### src/rtl/comb_sweep_ctrl_pkg.sv
// Shared definitions for exhaustive-sweep BIST controllers: state encodings,
// default geometry and the settle counter width.
package comb_sweep_ctrl_pkg;

    localparam int unsigned DEF_N      = 3;
    localparam int unsigned DEF_SETTLE = 1;
    localparam int unsigned CNT_W      = 4;

    typedef enum logic [1:0] {
        ST_IDLE   = 2'd0,
        ST_SETTLE = 2'd1,
        ST_CHECK  = 2'd2,
        ST_DONE   = 2'd3
    } sweep_state_t;

endpackage

### src/rtl/sweep_settle_cnt.sv
// Loadable down-counter; tc_c flags the last settle cycle (count == 1).
module sweep_settle_cnt
    import comb_sweep_ctrl_pkg::*;
#(
    parameter int unsigned W = CNT_W
) (
    input  logic         clk,
    input  logic         rst,
    input  logic         load,
    input  logic         en,
    input  logic [W-1:0] load_val,
    output logic         tc_c
);

    logic [W-1:0] cnt;

    always_ff @(posedge clk) begin
        if (rst) begin
            cnt <= '0;
        end else if (load) begin
            cnt <= load_val;
        end else if (en && (cnt != '0)) begin
            cnt <= cnt - W'(1);
        end
    end

    assign tc_c = (cnt == W'(1));

endmodule

### src/rtl/comb_sweep_ctrl.sv
// Exhaustive sweep of an N-input combinational block against a golden truth
// table, with mismatch count, first failing vector and pass/fail reporting.
module comb_sweep_ctrl
    import comb_sweep_ctrl_pkg::*;
#(
    parameter int unsigned         N      = DEF_N,
    parameter int unsigned         SETTLE = DEF_SETTLE,
    parameter logic [2**N-1:0]     EXPECT = 8'b1110_1000
) (
    input  logic         clk,
    input  logic         rst,
    input  logic         start,
    input  logic         y,
    output logic [N-1:0] vec,
    output logic         busy,
    output logic         done,
    output logic         pass,
    output logic [N:0]   err_cnt,
    output logic [N-1:0] first_err,
    output logic         first_err_vld
);

    localparam logic [N-1:0]     LAST_VEC   = N'(2**N - 1);
    localparam logic [CNT_W-1:0] SETTLE_LD  = CNT_W'(SETTLE);

    sweep_state_t state_q, state_d;
    logic [N-1:0] vec_q, vec_d;
    logic         busy_q, busy_d;
    logic         done_q, done_d;
    logic         pass_q, pass_d;
    logic [N:0]   err_q, err_d;
    logic [N-1:0] ferr_q, ferr_d;
    logic         fvld_q, fvld_d;
    logic         cnt_load_c, cnt_en_c, cnt_tc_c;

    sweep_settle_cnt #(.W(CNT_W)) u_settle_cnt (
        .clk      (clk),
        .rst      (rst),
        .load     (cnt_load_c),
        .en       (cnt_en_c),
        .load_val (SETTLE_LD),
        .tc_c     (cnt_tc_c)
    );

    // Next-state and next-register values; every register holds by default.
    always_comb begin
        state_d    = state_q;
        vec_d      = vec_q;
        busy_d     = busy_q;
        done_d     = 1'b0;
        pass_d     = pass_q;
        err_d      = err_q;
        ferr_d     = ferr_q;
        fvld_d     = fvld_q;
        cnt_load_c = 1'b0;
        cnt_en_c   = 1'b0;

        case (state_q)
            ST_IDLE: begin
                if (start) begin
                    state_d    = ST_SETTLE;
                    vec_d      = '0;
                    err_d      = '0;
                    pass_d     = 1'b0;
                    fvld_d     = 1'b0;
                    busy_d     = 1'b1;
                    cnt_load_c = 1'b1;
                end
            end
            ST_SETTLE: begin
                cnt_en_c = 1'b1;
                if (cnt_tc_c) begin
                    state_d = ST_CHECK;
                end
            end
            ST_CHECK: begin
                if (y != EXPECT[vec_q]) begin
                    err_d = err_q + (N+1)'(1);
                    if (!fvld_q) begin
                        ferr_d = vec_q;
                        fvld_d = 1'b1;
                    end
                end
                // The vector register stops at the last vector rather than wrapping.
                if (vec_q == LAST_VEC) begin
                    state_d = ST_DONE;
                    done_d  = 1'b1;
                end else begin
                    vec_d      = vec_q + N'(1);
                    cnt_load_c = 1'b1;
                    state_d    = ST_SETTLE;
                end
            end
            ST_DONE: begin
                pass_d  = (err_q == '0);
                busy_d  = 1'b0;
                state_d = ST_IDLE;
            end
            default: begin
                state_d = ST_IDLE;
            end
        endcase
    end

    always_ff @(posedge clk) begin
        if (rst) begin
            state_q <= ST_IDLE;
            vec_q   <= '0;
            busy_q  <= 1'b0;
            done_q  <= 1'b0;
            pass_q  <= 1'b0;
            err_q   <= '0;
            ferr_q  <= '0;
            fvld_q  <= 1'b0;
        end else begin
            state_q <= state_d;
            vec_q   <= vec_d;
            busy_q  <= busy_d;
            done_q  <= done_d;
            pass_q  <= pass_d;
            err_q   <= err_d;
            ferr_q  <= ferr_d;
            fvld_q  <= fvld_d;
        end
    end

    assign vec           = vec_q;
    assign busy          = busy_q;
    assign done          = done_q;
    assign pass          = pass_q;
    assign err_cnt       = err_q;
    assign first_err     = ferr_q;
    assign first_err_vld = fvld_q;

endmodule

### config.mk
export PLATFORM = sky130hd
export DESIGN_NAME = comb_sweep_ctrl
export DESIGN_NICKNAME = d
export VERILOG_FILES = /design/src/rtl/comb_sweep_ctrl_pkg.sv /design/src/rtl/sweep_settle_cnt.sv /design/src/rtl/comb_sweep_ctrl.sv
export SDC_FILE = /design/constraint.sdc
export NUM_CORES = 1
export LEC_CHECK = 0
export CORE_UTILIZATION = 40
export DETAILED_ROUTE_END_ITERATION = 6
export PLACE_DENSITY = 0.62
export SLEW_MARGIN = 20
export SYNTH_ARGS = -nofsm -noshare
export SYNTH_HDL_FRONTEND = slang
export SYNTH_SLANG_ARGS = --single-unit
### constraint.sdc
create_clock -name clk -period 1.8 [get_ports clk]
set_input_delay 0.36 -clock clk [delete_from_list [all_inputs] [get_ports clk]]
set_output_delay 0.36 -clock clk [all_outputs]
set_load 0.02 [all_outputs]
==> impl_metrics.toml <==
[synthesis]
synth.net_count = 130
syn_area_mm2 = 0.00104
ys.flop_type = "dfxtp_1"
synth_common_cells = "dfxtp_1, a21oi_1, nor2_1, nand2_1, inv_1"
ys_ff_latch = 21
synth-seq-area-share_pct = 40.5
synth_edf_count = 0
yosysTopAreaCellShare_pct = 40.5
synth.distinct_cells = 33
async_flop_share_pct = 0
ys_warn_count = 0
synth_area_leaders = "dfxtp_1, ha_1, a21oi_1, nor2_1, nand2_1"
syn_inst = 119
yosysMostFrequentCell = "dfxtp_1"
avgSynthCellArea_um2 = 8.73
synth_top_cell_by_area = "dfxtp_1"

[setup_path]
reg2reg_depth = 6
r2r-start = "vec[0]"
worstSetupStartpoint = "vec[0]"
critical_path_required_ps = 1440
critPathKind = "flop to primary output"
rrSetupSlack_ps = 110
crit_arrival_ps = 1380
crit_slowest_cell = "clkdlybuf4s50_1"
worstSetupStartpointType = "flop"
worstPathCellList = "buf_4 > clkdlybuf4s50_1"
cp_max_fo = 5
crit_path_max_incr_delay_ps = 590
crit_path_end = "vec[0]"
endpoint_kind = "primary output"

[drt]
wl_met3_um = 119
postRouteAntennaNets = 0
drt-met1-wl_um = 923
vias = 883
wl_per_cell_um = 11.7
wl_met2_um = 913
wl_mm = 1.98
first_pass_iters = 4
route.top_layer_used = "met4"
drcViolationCount = 0
drt_iter0_drc = 11
vias_per_cell = 5.22

[floorplanning]
boundaryPins = 18
dieHeight_um = 53.0
die-area_mm2 = 0.00280
initial_utilization_pct = 42.3
core_area_mm2 = 0.00245
num_rows = 18
die-width_um = 53.0

[sta]
period_share_pct = 96.9
slew_viol_final = 0
slew_headroom_pct = 73.1
period_needed_ps = 1740
setup_viol = 0
hold_viol_final = 0
grt_setup_unrepaired = "false"
tns_ps = 0
setup_ws_ps = 55.7
skew_ps = 1.50
worst_slew_pin_slew_ps = 402
fmax_mhz = 573

[worst_hold_path]
hold_path_class = "flop to flop"

[cts]
cts_setup_buffers = 0
clock_latency_ps = 290
clockRootBuffer = "clkbuf_4"
clk_pin_slew_ps = 110
cts_num_sinks = 21
cts.path.max_buffers = 2
h-tree-depth = 1
cts_made_buffers = 3
cts_tree = "yes"

[placement]
place_area_mm2 = 0.00124
post-place-ws_ps = 63.4
dpl.hpwl_mm = 1.50
port_buffers = 17
globalplace.congestion = 0.823

[run_status]
status = "completed"

[pwr]
p_leak_uw = 0.000464
powerDensity_mw_per_mm2 = 684
power_uw = 868
irDropWorstVdd_uv = 345

[global_route]
groute.usage.overall_pct = 15.6
antenna_found_initial = 0
grt_pass1_vias = 765
grt_overflow_total = 0
grt_pass1_wl_mm = 3.15
grt_max_degree = 14

[finish]
syn_to_final_growth_pct = 22.2
antenna_cells = 0
final_area_mm2 = 0.00127
post-route-util_pct = 51.7
drive_above_1_share_pct = 7.91
nets = 151

[run]
cap_viol_max_count = 0
==> logic make-up after synthesis <==
group	count (synthesis)	synth area share, %
AO/OA/AOI/OAI	26	16.7
XOR/XNOR	6	5.06
adder cells (fa/ha/maj)	8	9.52
buffers and inverters	12	5.78
flip-flops	21	40.5
multiplexers	1	0.964
AND/OR/NAND/NOR	45	21.4
==> stage by stage <==
step	std cells	hold WS (ps)
after floorplan	119	491
after global placement	165	472
after detailed placement	165	468
after CTS	169	486
after global routing	169	521
final	169	484
==> layer usage <==
metal	GRT usage, %	up-vias
met1	19.0	402
met5	0	-
met4	7.89	0
met3	2.59	2
li1	-	447
met2	26.2	32
==> state kept, by name (all words and copies together), names as in the netlist, named ones only <==
signal,count
busy,1
done,1
err_cnt,4
first_err,3
first_err_vld,1
pass,1
state_q,2
u_settle_cnt.cnt,4
vec,3
==> repair_timing <==
action                     in CTS  in global routing
setup endpoints to repair       0                  1
hold endpoints to repair        0                  0
hold buffers                    0                  0
gates resized for setup         0                  1
==> cell usage in the layout (no fill, tap or decap), types with 2 or more instances in the layout <==
cell type	synthesis	routed
a211oi_1	2	2
a21oi_1	13	13
a22o_1	2	2
buf_4	2	3
clkbuf_4	0	3
clkdlybuf4s50_1	0	17
dfxtp_1	21	21
ha_1	7	6
inv_1	8	8
nand2_1	10	10
nand2b_1	4	4
nand3_1	7	7
nor2_1	11	11
nor2b_1	2	2
nor3_1	4	4
o21ai_0	3	3
xnor2_1	2	2
xor2_1	4	4
==> critical path, delay by kind of cell (launching register included) <==
kind,cells,cell delay (ps)
buffers and inverters,2,730
DFF,1,360
==> worst min-delay path by stage <==
stage,startpoint,end,cells past startpoint
2_1_floorplan,u_settle_cnt.cnt[1],u_settle_cnt.cnt[1],2
3_5_place_dp,first_err[2],first_err[2],2
6_report,first_err[2],first_err[2],2
3_3_place_gp,first_err[2],first_err[2],2
4_1_cts,first_err[2],first_err[2],2
5_1_grt,first_err[2],first_err[2],2
==> where the power goes <==
group	total (µW)	switching (µW)	internal [µW]
registers	503	22.0	481
clock network	220	137	82.6
logic	145	78.4	66.2
==> area by class of cell <==
type | instances | area, µm²
Clock inverter | 1 | 5.00
Clock buffer | 3 | 22.5
Multi-Input combinational cell | 86 | 561
Tap cell | 30 | 37.5
Sequential cell | 21 | 420
Fill cell | 242 | 1190
Inverter | 8 | 30.0
Timing Repair Buffer | 20 | 193
Note: power is estimated with default switching activity, not from simulation.
